$ cat config.mk
export PLATFORM = sky130hd
export DESIGN_NAME = enemy_spawner_flat
export DESIGN_NICKNAME = d
export VERILOG_FILES = /design/src/rtl/enemy_spawner_pkg.sv /design/src/rtl/enemy_spawner_if.sv /design/src/rtl/enemy_spawner_tick_sync.sv /design/src/rtl/enemy_spawner.sv /design/src/flat_wrapper.sv
export SDC_FILE = /design/constraint.sdc
export NUM_CORES = 1
export LEC_CHECK = 0
export CAP_MARGIN = 25
export CORE_MARGIN = 2
export CORE_UTILIZATION = 57
export CTS_BUF_LIST = sky130_fd_sc_hd__clkbuf_4
export DETAILED_ROUTE_END_ITERATION = 12
export GPL_TIMING_DRIVEN = 0
export PLACE_DENSITY = 0.86
export SYNTH_ARGS = -nofsm -noshare
export SYNTH_HDL_FRONTEND = slang
export SYNTH_SLANG_ARGS = --single-unit
$ cat constraint.sdc
create_clock -name clk -period 3.82 [get_ports clk]
set_clock_uncertainty 0.15 [all_clocks]
set_input_delay 0.382 -clock clk [delete_from_list [all_inputs] [get_ports clk]]
set_output_delay 0.382 -clock clk [all_outputs]
set_load 0.005 [all_outputs]
$ cat src/rtl/enemy_spawner_pkg.sv
// rtl/enemy_spawner_pkg.sv - shared state encodings and defaults for the enemy spawner
package enemy_spawner_pkg;

    typedef enum logic [1:0] {
        ST_IDLE = 2'd0,
        ST_RUN  = 2'd1,
        ST_DONE = 2'd2
    } state_t;

    localparam int DEF_NUM_TANKS     = 4;
    localparam int DEF_SPAWN_TICKS   = 8;
    localparam int DEF_TOTAL_ENEMIES = 20;
    localparam int REM_W             = 8;

endpackage

$ cat src/rtl/enemy_spawner_if.sv
// rtl/enemy_spawner_if.sv - control/status bundle between game controller and spawner
interface enemy_spawner_if
    import enemy_spawner_pkg::*;
#(
    parameter int NUM_TANKS = DEF_NUM_TANKS
);
    localparam int SW = $clog2(NUM_TANKS);

    logic                 clk_4Hz;
    logic                 game_start;
    logic                 pause;
    logic [NUM_TANKS-1:0] tank_kill;
    logic [NUM_TANKS-1:0] tank_en;
    logic                 spawn_pulse;
    logic [SW-1:0]        spawn_slot;
    logic [REM_W-1:0]     remaining;
    logic                 all_cleared;

    modport master (
        output clk_4Hz, game_start, pause, tank_kill,
        input  tank_en, spawn_pulse, spawn_slot, remaining, all_cleared
    );

    modport slave (
        input  clk_4Hz, game_start, pause, tank_kill,
        output tank_en, spawn_pulse, spawn_slot, remaining, all_cleared
    );

endinterface

$ cat src/rtl/enemy_spawner_tick_sync.sv
// rtl/enemy_spawner_tick_sync.sv - synchronise a slow square wave and emit a one-cycle tick per rising edge
module tick_sync (
    input  logic clk,
    input  logic rst,
    input  logic clk_4Hz,
    output logic tick
);
    logic sync1, sync2, sync_prev;

    // Two-flop synchroniser, then a registered rising-edge detector.
    always_ff @(posedge clk) begin
        if (rst) begin
            sync1     <= 1'b0;
            sync2     <= 1'b0;
            sync_prev <= 1'b0;
            tick      <= 1'b0;
        end else begin
            sync1     <= clk_4Hz;
            sync2     <= sync1;
            sync_prev <= sync2;
            tick      <= sync2 & ~sync_prev;
        end
    end

endmodule

$ cat src/rtl/enemy_spawner.sv
// rtl/enemy_spawner.sv - round-robin enemy tank spawn controller with budget, interval, kills and pause
module enemy_spawner
    import enemy_spawner_pkg::*;
#(
    parameter int NUM_TANKS     = DEF_NUM_TANKS,
    parameter int SPAWN_TICKS   = DEF_SPAWN_TICKS,
    parameter int TOTAL_ENEMIES = DEF_TOTAL_ENEMIES
) (
    input  logic            clk,
    input  logic            rst,
    enemy_spawner_if.slave  bus
);
    localparam int SW  = $clog2(NUM_TANKS);
    localparam int TCW = $clog2(SPAWN_TICKS + 1);

    state_t               state;
    logic [TCW-1:0]       tick_cnt;
    logic                 due;
    logic [SW-1:0]        last_slot;
    logic                 tick;

    logic                 found;
    logic [SW-1:0]        cand;
    logic [SW-1:0]        pick;
    logic                 spawn_go;
    logic [NUM_TANKS-1:0] spawn_mask;

    tick_sync u_tick_sync (
        .clk     (clk),
        .rst     (rst),
        .clk_4Hz (bus.clk_4Hz),
        .tick    (tick)
    );

    // Round-robin search for the first free slot after the last one used.
    always_comb begin
        found = 1'b0;
        cand  = '0;
        pick  = '0;
        for (int k = 1; k <= NUM_TANKS; k++) begin
            cand = SW'((int'(last_slot) + k) % NUM_TANKS);
            if (!found && !bus.tank_en[cand]) begin
                found = 1'b1;
                pick  = cand;
            end
        end
        spawn_go   = (state == ST_RUN) && due && !bus.pause && (bus.remaining != '0) && found;
        spawn_mask = '0;
        if (spawn_go) begin
            spawn_mask[pick] = 1'b1;
        end
    end

    // Level FSM: restart on game_start, count interval ticks, spawn, apply kills, detect clear.
    always_ff @(posedge clk) begin
        if (rst) begin
            state           <= ST_IDLE;
            tick_cnt        <= '0;
            due             <= 1'b0;
            last_slot       <= SW'(NUM_TANKS - 1);
            bus.tank_en     <= '0;
            bus.spawn_pulse <= 1'b0;
            bus.spawn_slot  <= '0;
            bus.remaining   <= REM_W'(TOTAL_ENEMIES);
            bus.all_cleared <= 1'b0;
        end else begin
            bus.spawn_pulse <= 1'b0;
            if (bus.game_start) begin
                state           <= ST_RUN;
                bus.remaining   <= REM_W'(TOTAL_ENEMIES);
                bus.tank_en     <= '0;
                tick_cnt        <= '0;
                due             <= 1'b1;
                last_slot       <= SW'(NUM_TANKS - 1);
                bus.all_cleared <= 1'b0;
            end else if (state == ST_RUN) begin
                if (!due && !bus.pause && tick) begin
                    if (tick_cnt == TCW'(SPAWN_TICKS - 1)) begin
                        tick_cnt <= '0;
                        due      <= 1'b1;
                    end else begin
                        tick_cnt <= tick_cnt + TCW'(1);
                    end
                end
                // A killed slot is still occupied this cycle, so it cannot collide with the spawn.
                bus.tank_en <= (bus.tank_en & ~bus.tank_kill) | spawn_mask;
                if (spawn_go) begin
                    bus.remaining   <= bus.remaining - REM_W'(1);
                    bus.spawn_slot  <= pick;
                    last_slot       <= pick;
                    bus.spawn_pulse <= 1'b1;
                    due             <= 1'b0;
                end
                if ((bus.remaining == '0) && (bus.tank_en == '0)) begin
                    state           <= ST_DONE;
                    bus.all_cleared <= 1'b1;
                end
            end
        end
    end

endmodule

$ cat src/flat_wrapper.sv
// flat-port wrapper written by rule: the top's interface ports become plain ports
module enemy_spawner_flat import enemy_spawner_pkg::*;
#(
    parameter int NUM_TANKS     = DEF_NUM_TANKS,
    parameter int SPAWN_TICKS   = DEF_SPAWN_TICKS,
    parameter int TOTAL_ENEMIES = DEF_TOTAL_ENEMIES
)
  (clk, rst, bus_clk_4Hz, bus_game_start, bus_pause, bus_tank_kill, bus_tank_en, bus_spawn_pulse, bus_spawn_slot, bus_remaining, bus_all_cleared);
  enemy_spawner_if #(.NUM_TANKS(NUM_TANKS)) bus_i ();
  input  logic clk;
  input  logic rst;
  input wire logic [$bits(bus_i.clk_4Hz)-1:0] bus_clk_4Hz;
  input wire logic [$bits(bus_i.game_start)-1:0] bus_game_start;
  input wire logic [$bits(bus_i.pause)-1:0] bus_pause;
  input wire logic [$bits(bus_i.tank_kill)-1:0] bus_tank_kill;
  output wire logic [$bits(bus_i.tank_en)-1:0] bus_tank_en;
  output wire logic [$bits(bus_i.spawn_pulse)-1:0] bus_spawn_pulse;
  output wire logic [$bits(bus_i.spawn_slot)-1:0] bus_spawn_slot;
  output wire logic [$bits(bus_i.remaining)-1:0] bus_remaining;
  output wire logic [$bits(bus_i.all_cleared)-1:0] bus_all_cleared;
  assign bus_i.clk_4Hz = bus_clk_4Hz;
  assign bus_i.game_start = bus_game_start;
  assign bus_i.pause = bus_pause;
  assign bus_i.tank_kill = bus_tank_kill;
  assign bus_tank_en = bus_i.tank_en;
  assign bus_spawn_pulse = bus_i.spawn_pulse;
  assign bus_spawn_slot = bus_i.spawn_slot;
  assign bus_remaining = bus_i.remaining;
  assign bus_all_cleared = bus_i.all_cleared;
  enemy_spawner #(.NUM_TANKS(NUM_TANKS), .SPAWN_TICKS(SPAWN_TICKS), .TOTAL_ENEMIES(TOTAL_ENEMIES)) u_core (.clk(clk), .rst(rst), .bus(bus_i));
endmodule
; After elaboration in Yosys (flattened, before gate mapping)
; Index checks and enable logic that the tools add are counted.
[word_totals]
input_bits = 9
regBits = 28
output_inout_bits = 16
elab_cells = 96
[op_classes]
eq_ne = 2
addsub = 6
muxes = 29
magnitude_cmp = 6
n_bitwise = 7
reduce_logical = 33
[ops]
columns = operator, count
row1 = 1-bit 2-to-1 mux, 18
row2 = 2-bit by 3-bit less-than comparator with 1-bit output (second input constant), 5
row3 = 1-bit logical AND, 11
row4 = 1-bit binary-select mux with 2-bit select, 4
row5 = 8-bit logical NOT, 1
row6 = 2-bit 2-to-1 mux, 4
row7 = 4-bit 2-to-1 mux, 2
row8 = 2-bit AND reduction, 4
row9 = 8-bit nonzero test, 1
row10 = 8-bit by 1-bit subtractor with 8-bit output (second input constant), 1
row11 = 1-bit logical NOT, 7
row12 = 3-bit AND reduction, 2
row13 = 3-bit nonzero test, 2
row14 = 2-bit by 1-bit adder with 2-bit output (second input constant), 2
row15 = 2-bit adder (second input constant), 2
row16 = 4-bit by 1-bit adder with 4-bit output (second input constant), 1
row17 = 4-bit bitwise AND, 1
row18 = 4-bit by 3-bit equality test with 1-bit output (second input constant), 1
row19 = 4-bit logical NOT, 1
row20 = 4-bit NOT, 1
row21 = 4-bit bitwise OR, 1
row22 = 2-bit nonzero test, 2
row23 = 1-bit NOT, 3
row24 = 3-bit OR reduction, 1
row25 = other kinds (5), 5

; Logic depth before layout (Yosys ltp)
; Gate-level depths: netlist (run 1).
[depth]
word_depth = 18
ltp_mapped = 7
mapped_depth_nobuf = 6

; Modules after synthesis
; From an unflattened synthesis (run 1), not the netlist that was laid out.
[hier_totals]
hier_cells = 150
area_unflattened_um2 = 1371.3
[modules_own_cells]
columns = module, area_per_inst_um2, instances, seq_area_each_um2, cells_per_inst
row1 = enemy_spawner, 1260.0, 1, 480.5, 142
row2 = tick_sync, 111.4, 1, 80.1, 8

; Least setup slack after synthesis (run 1)
; No wires, ideal clock.
[synth_path]
path_kind = register -> register
startpoint = reg u_core.bus.remaining[0]
endpoint = reg u_core.bus.remaining[7]
stages_incl_launch_ff = 7
arrival_ns = 1.650
synth_period_minus_slack_ns = 1.871
setup_slack_ns = 1.949
path_cell_list = dfxtp_1 inv_1 ha_1 nor3b_2 a211o_4 or3_1 a21oi_1
[synth_between]
elab_chain_cells = 4
elab_cells_between_ends = 5
classes_between = add/sub: 1 / reduce/logical: 4
[synth_lines]
columns = element, line
row1 = from (decl), enemy_spawner_if.sv:26  ; output tank_en, spawn_pulse, spawn_slot, remaining, all_cleared
row2 = from (signal assigned), enemy_spawner.sv:64  ; bus.remaining <= REM_W'(TOTAL_ENEMIES);
row3 = from (signal assigned), enemy_spawner.sv:70  ; bus.remaining <= REM_W'(TOTAL_ENEMIES);
row4 = from (signal assigned), enemy_spawner.sv:88  ; bus.remaining <= bus.remaining - REM_W'(1);
row5 = "parallel branches: the longest is 4 deep, another holds 8-bit by 1-bit subtractor with 8-bit output", --
; Several ways; the timed one is not identified.
; A chain may end at the register's enable or synchronous reset.

; Worst setup path in the final report (run 1)
[layout_path]
startpoint = reg u_core.bus.remaining[0]
endpoint = reg u_core.bus.tank_en[3]
[layout_between]
elab_chain_cells = 5
[layout_lines]
columns = element, line
row1 = 8-bit nonzero test, enemy_spawner.sv:47  ; spawn_go = (state == ST_RUN) && due && !bus.pause && (bus.remaining != '0) && found;
row2 = 1-bit logical AND (2 in series), enemy_spawner.sv:47
row3 = 4-bit 2-to-1 mux, enemy_spawner.sv:49  ; if (spawn_go) begin
row4 = 4-bit bitwise OR, enemy_spawner.sv:86  ; bus.tank_en <= (bus.tank_en & ~bus.tank_kill) | spawn_mask;
row5 = to (signal assigned), enemy_spawner.sv:86
row6 = to (decl), enemy_spawner_if.sv:26
; No other way between the ends.

==> results.py, run 1 <==
metrics = {
    "synth": {
        "synth_area_per_cell_um2": 8.89,
        "ys_types": 46,
        "synthCells": 148,
        "synth_flop_cell": "dfxtp_1",
        "ys_seq_elements": 28,
        "syn_area_um2": 1320,
        "synth_top_area_share_pct": 42.6,
        "synthTopCellsByCount": "28 x dfxtp_1, 14 x a21oi_1, 14 x nand2_1",
        "yosys_warnings": 0,
        "async_flop_share_pct": 0,
        "synth.area.top_cells": "dfxtp_1 43%, a21oi_1 5.3%, nand2_1 4.0%, nor2_1 3.4%, or3_1 3.3%",
        "synth_edf_count": 0,
        "synth-seq-area-share_pct": 42.6,
        "synth_most_common_cell": "dfxtp_1",
        "synth_nets": 159,
        "yosysTopAreaCell": "dfxtp_1",
    },
    "critical_path": {
        "critPathTopFamily": "compound AO/OA/AOI/OAI gates",
        "worstPathRequired_ps": 3940,
        "crit_path_start_kind": "register",
        "end_kind": "register",
        "crit_type": "reg2reg",
        "crit_path_max_incr_delay_ps": 420,
        "crit_cells": 7,
        "path_cells": "inv_1 -> ha_1 -> nor3b_2 -> a211oi_4 -> buf_6 -> o2111ai_1 -> a21oi_1",
        "startpoint": "u_core.bus.remaining[0]$_SDFFE_PP0P_",
        "critPathBufInv": 2,
        "ff2ff_path_depth": 7,
        "critPathArrivalTime_ps": 2150,
        "crit_path_top_delay_cell": "dfxtp_1",
        "worst-r2r-setup-slack_ps": 1790,
        "crit_fanout": 10,
        "r2r_start": "u_core.bus.remaining[0]$_SDFFE_PP0P_",
        "r2r-end": "u_core.bus.tank_en[3]$_SDFFE_PP0N_",
    },
    "global_route": {
        "grt_max_degree": 17,
        "antenna_found_initial": 0,
        "grt_overflow": 0,
        "grt_use_total_pct": 23.3,
        "grt_pass1_wl_mm": 4.75,
        "grt_pass1_vias": 1114,
    },
    "timing": {
        "maxSlewHeadroom_pct": 67.6,
        "rsz0062_at_grt": "false",
        "fmaxAchievable_ghz": 0.492,
        "tightestPinTransition_ps": 486,
        "holdWs_ps": 246,
        "slew_violations": 0,
        "hold_violations": 0,
        "period_share_pct": 53.2,
        "setup-violations-final": 0,
        "period_minus_slack_ps": 2030,
        "finalSetupTns_ps": 0,
    },
    "clock_network": {
        "cts_resized": 0,
        "clk_pin_slew_worst_paths_ps": 150,
        "root_buffer": "clkbuf_4",
        "clockBufferDepth": 2,
        "numCtsBuffers": 3,
        "cts_tree": "built",
        "postCtsSetupRepairBufs": 0,
        "hold_buffers": 0,
        "clkLatencyLatePin_ps": 320,
        "h-tree-depth": 1,
        "cts.sinks": 28,
    },
    "hold_path": {
        "min_path_cells": 1,
        "hold_class": "reg2reg",
        "hold_end": "u_core.u_tick_sync.tick$_SDFF_PP0_",
        "holdCritStartpoint": "u_core.u_tick_sync.sync_prev$_SDFF_PP0_",
    },
    "layout": {
        "final_cells": 203,
        "final_util_pct": 74.5,
        "n_antenna_cell": 0,
        "layout-drive-gt1-share_pct": 8.00,
        "area_delta_synth_final_pct": 24.2,
        "register_area_um2": 561,
        "multi_input_area_um2": 697,
        "nFillCells": 163,
        "final_nets": 187,
    },
    "job": {
        "cap_violations": 0,
    },
    "detailed_routing": {
        "wire_per_inst_um": 13.8,
        "ant_nets": 0,
        "routed_wl_mm": 2.80,
        "first_iter_violations": 20,
        "drt_first_pass_iters": 4,
        "drc": 0,
        "via_per_inst": 5.89,
        "num_vias": 1195,
    },
    "die": {
        "die-area_um2": 2710,
        "die_h_um": 52.0,
        "chipWidth_um": 52.0,
        "initial_core_util_pct": 60.0,
        "io_pins": 25,
        "core-area_um2": 2190,
        "rows": 17,
    },
    "power": {
        "powerDensity_nw_per_um2": 325,
        "p_leak_uw": 0.000575,
        "peakVddDrop_mv": 0.250,
        "power_uw": 530,
    },
    "placement": {
        "dp_cells": 199,
        "port_buffers": 23,
        "globalplace.congestion": 0.808,
        "place_hpwl_mm": 2.02,
    },
    "status": {
        "status": "finished, final reports clean",
    },
}
-- stage by stage --
stage / instance area (um2) / setup slack (ps)
2_1_floorplan: 1320 / 1950
3_3_place_gp: 1580 / 1660
3_5_place_dp: 1580 / 1640
4_1_cts: 1630 / 1790
5_1_grt: 1630 / 1590
6_report: 1630 / 1790
-- report_power, final --
group,switching [uW],leakage [uW],internal [uW]
Combinational,19.7,0.000320,18.7
Sequential,2.82,0.000227,297
Clock,86.5,0.0000279,106
Total,109,0.000575,421
-- area by class of cell --
| class | instances | share of cell area, % |
|---|---|---|
| Timing Repair Buffer | 23 | 14.1 |
| Inverter | 5 | 1.15 |
| Multi-Input combinational cell | 108 | 42.7 |
| Sequential cell | 28 | 34.3 |
| Clock buffer | 3 | 1.38 |
| Clock inverter | 1 | 1.84 |
| Tap cell | 28 | 2.15 |
| Buffer | 7 | 2.38 |
-- state kept, by name (all words and copies together), names as in the netlist --
register,flops
u_core.tick_cnt,4
u_core.u_tick_sync.sync1,1
u_core.last_slot,2
u_core.u_tick_sync.sync2,1
u_core.state,1
u_core.bus.spawn_slot,2
u_core.due,1
u_core.u_tick_sync.sync_prev,1
u_core.bus.remaining,8
u_core.bus.spawn_pulse,1
u_core.bus.all_cleared,1
u_core.u_tick_sync.tick,1
u_core.bus.tank_en,4
-- worst max path at each step --
stage                                                       to  slack, ps
final                       u_core.bus.tank_en[3]$_SDFFE_PP0N_       1790
after floorplan           u_core.bus.remaining[7]$_SDFFE_PP0P_       1950
after global routing        u_core.bus.tank_en[3]$_SDFFE_PP0N_       1590
after global placement      u_core.bus.tank_en[3]$_SDFFE_PP0N_       1660
after detailed placement  u_core.bus.remaining[6]$_SDFFE_PP0P_       1640
after CTS                   u_core.bus.tank_en[1]$_SDFFE_PP0N_       1790
-- kinds of logic (layout without fill, tap and decap cells) --
logic type                 after synthesis  count (layout)  synth area share [%]
and+or+nand+nor                         64              64                  27.6
buffers and inverters                   12              39                  4.38
adders and majority gates                2               2                  1.90
AOI/OAI and AO/OA                       36              36                  19.0
muxes                                    4               4                  3.14
xor gates and xnor gates                 2               2                  1.33
DFF                                     28              28                  42.6
-- routing by layer --
layer  track usage (%)  vias up  part of all wire (%)
met1              28.9      573                    46
met5                 0        -                     0
met2              40.5       27                    48
met4              8.77        0                   1.2
li1                  -      591                     -
met3              3.16        4                   4.0
-- layout by cell type (no fill, tap or decap), drive strengths merged, types with 2 or more instances in the layout --
master / netlist / final
nor2b: 5 / 5
clkdlybuf4s50: 0 / 23
a211oi: 2 / 2
nand2: 14 / 14
buf: 3 / 3
inv: 5 / 5
dfxtp: 28 / 28
o21ai: 8 / 8
mux2i: 3 / 3
nand3: 6 / 6
a21oi: 14 / 14
clkbuf: 4 / 7
nor4: 2 / 2
and3: 2 / 2
or3: 7 / 7
nand4: 3 / 3
nand2b: 3 / 3
nor3: 2 / 2
nor2: 12 / 12
o2111ai: 2 / 2
ha: 2 / 2
(Power assumes the default switching activity.)
==> inputs of run 2 (changes only) <==
--- a/config.mk
+++ b/config.mk
@@ -7,11 +7,11 @@
 export LEC_CHECK = 0
 export CAP_MARGIN = 25
 export CORE_MARGIN = 2
-export CORE_UTILIZATION = 57
+export CORE_UTILIZATION = 48
 export CTS_BUF_LIST = sky130_fd_sc_hd__clkbuf_4
 export DETAILED_ROUTE_END_ITERATION = 12
 export GPL_TIMING_DRIVEN = 0
-export PLACE_DENSITY = 0.86
+export PLACE_DENSITY = 0.78
 export SYNTH_ARGS = -nofsm -noshare
 export SYNTH_HDL_FRONTEND = slang
 export SYNTH_SLANG_ARGS = --single-unit
==> constraint.sdc (replaced) <==
create_clock -name clk -period 1.65 [get_ports clk]
set_clock_uncertainty 0.15 [all_clocks]
set_input_delay 0.165 -clock clk [delete_from_list [all_inputs] [get_ports clk]]
set_output_delay 0.165 -clock clk [all_outputs]
set_load 0.005 [all_outputs]
==> run 2 against run 1 <==
Via count grew 7.7%. Global-route usage decreased by 1.5 points. Clock-buffer cell count did not move. Sequential share of layout area shrank 3.7 points. Worst hold slack worse by 160 ps. Critical path type unchanged. First-iteration DRC count up 140%. Sequential power up 130%. The flow now finishes with violations (setup timing). Worst setup slack worse by 1900 ps. Design area grew 18%.
==> results.py, run 2 (same netlist as run 1, synthesis figures left out) <==
metrics = {
    "layout": {
        "nFillCells": 181,
        "final_cell_mix": "20 x clkdlybuf4s50_1, 15 x dfxtp_1, 14 x nand2_1",
        "final_nets": 199,
        "regMostFlops": "u_core.bus.remaining",
        "n_antenna_cell": 0,
        "final_common_cell": "clkdlybuf4s50_1",
        "largestRegisters": "u_core.bus.remaining: 8 flops, u_core.bus.tank_en: 4 flops, u_core.tick_cnt: 4 flops",
        "area_delta_synth_final_pct": 46.3,
        "layout-drive-gt1-share_pct": 31.6,
        "largest_register_ffs": 8,
        "final_area_um2": 1920,
    },
    "detailed_routing": {
        "first_iter_violations": 48,
        "ant_nets": 0,
        "drc": 0,
        "num_vias": 1287,
        "drt_first_pass_iters": 4,
        "routed_wl_mm": 3.47,
        "wire_per_inst_um": 16.0,
        "via_per_inst": 5.93,
    },
    "global_route": {
        "antenna_found_initial": 0,
        "grt_overflow": 0,
        "grt_pass1_wl_mm": 5.48,
        "use_met1_pct": 27.3,
        "gr-usage-met3_pct": 3.23,
        "grt_pass1_vias": 1228,
        "grt_max_degree": 17,
        "grt_use_total_pct": 21.8,
        "busiest_layer": "met2",
        "global_route.usage.met2_pct": 36.8,
    },
    "die": {
        "initial_core_util_pct": 51.7,
        "die_h_um": 56.3,
        "io_pins": 25,
        "chipWidth_um": 56.3,
        "rows": 18,
        "core-area_um2": 2540,
        "die-area_um2": 3170,
    },
    "timing": {
        "period_share_pct": 106,
        "maxSlewHeadroom_pct": 64.0,
        "slew_violations": 0,
        "rsz0062_at_grt": "true",
        "period_minus_slack_ps": 1750,
        "tightestPinTransition_ps": 538,
        "setup-violations-final": 12,
        "hold_violations": 0,
        "fmaxAchievable_ghz": 0.570,
        "setup_slack_ps": -105,
    },
    "critical_path": {
        "critPathArrivalTime_ps": 1890,
        "crit_fanout": 7,
        "crit_path_start_kind": "register",
        "end_kind": "register",
        "crit_type": "reg2reg",
        "worstPathRequired_ps": 1780,
    },
    "placement": {
        "place_area_um2": 1600,
        "globalplace.congestion": 0.781,
        "place_hpwl_mm": 2.05,
        "post-place-ws_ps": -398,
        "port_buffers": 23,
    },
    "clock_network": {
        "numCtsBuffers": 3,
        "clockBufferDepth": 2,
        "clkLatencyLatePin_ps": 340,
        "h-tree-depth": 1,
        "clk_pin_slew_worst_paths_ps": 150,
        "root_buffer": "clkbuf_4",
        "cts.sinks": 28,
        "cts_tree": "built",
    },
    "status": {
        "failed_checks": "setup timing",
        "status": "finished, violations left",
    },
    "power": {
        "peakVddDrop_mv": 0.559,
        "power_uw": 1260,
        "p_leak_uw": 0.000722,
        "powerDensity_nw_per_um2": 655,
    },
    "hold_path": {
        "hold_class": "in2reg",
    },
    "job": {
        "cap_violations": 0,
    },
}
## run 2: cell count changes in the layout (fill, tap and decap cells not counted), moves of 3 or more
| cell | change |
|---|---|
| buf_4 | +8 |
| nand3_1 | -3 |
| dlymetal6s2s_1 | +3 |
| clkdlybuf4s50_1 | -3 |
| dfxtp_4 | +5 |
| dfxtp_2 | +8 |
| o21ai_0 | -4 |
| buf_6 | +5 |
| dfxtp_1 | -13 |
## run 2: path summary, 6_finish.rpt
path / cells after the start / startpoint / endpoint / slack [ps]
setup / recovery: 6 / u_core.bus.remaining[5]$_SDFFE_PP0P_ / u_core.bus.remaining[7]$_SDFFE_PP0P_ / -100
hold / removal: 3 / bus_game_start / u_core.due$_SDFFE_PP0P_ / 90
setup reg to reg: 6 / u_core.bus.remaining[5]$_SDFFE_PP0P_ / u_core.bus.remaining[7]$_SDFFE_PP0P_ / -100
hold reg to reg: 1 / u_core.u_tick_sync.sync_prev$_SDFF_PP0_ / u_core.u_tick_sync.tick$_SDFF_PP0_ / 250
## run 2: what timing repair did
item | in CTS | in global routing
gates cloned | 1 | 0
endpoints found under the setup margin | 24 | 25
resized for setup | 17 | 35
pin swaps | 6 | 7
hold buffers | 0 | 0
setup buffers | 6 | 6
## run 2: layout make-up
type                    instances  area [um2]  area share [%]
inverters                       5        18.8           0.975
flip-flops and latches         28         589            30.6
clock buffers                   3        22.5            1.17
clock inverters                 1        30.0            1.56
repair buffers                 35         343            17.8
well taps                      30        37.5            1.95
multi-input cells             108         838            43.6
plain buffers                   7        45.0            2.34
## run 2: where the power goes
part / internal, uW / switching (uW)
clock network: 246 / 211
registers: 679 / 6.71
logic: 57.8 / 59.5
## run 2: per-stage QoR
step                      hold WS [ps]  instances  TNS [ps]  utilization, %
after floorplan                    143        148     -31.3               -
after global placement             222        201     -3740            63.0
after detailed placement           231        201     -4920            63.0
after CTS                          106        212      -587            68.6
after global routing               129        217     -1600            75.6
final                             91.3        217      -466            75.6
## run 2: routing by layer
layer	routed length, um	vias to the layer above
met5	0	-
met4	72	0
met3	138	7
met2	1810	42
met1	1450	622
li1	-	616
## run 2: worst max-delay path, cell delays in order, from the launching register on
cell     delay, ps
dfxtp_2        410
nor4_4          60
buf_4          160
buf_4          130
a211o_4        360
or3_1          310
a21oi_1        120
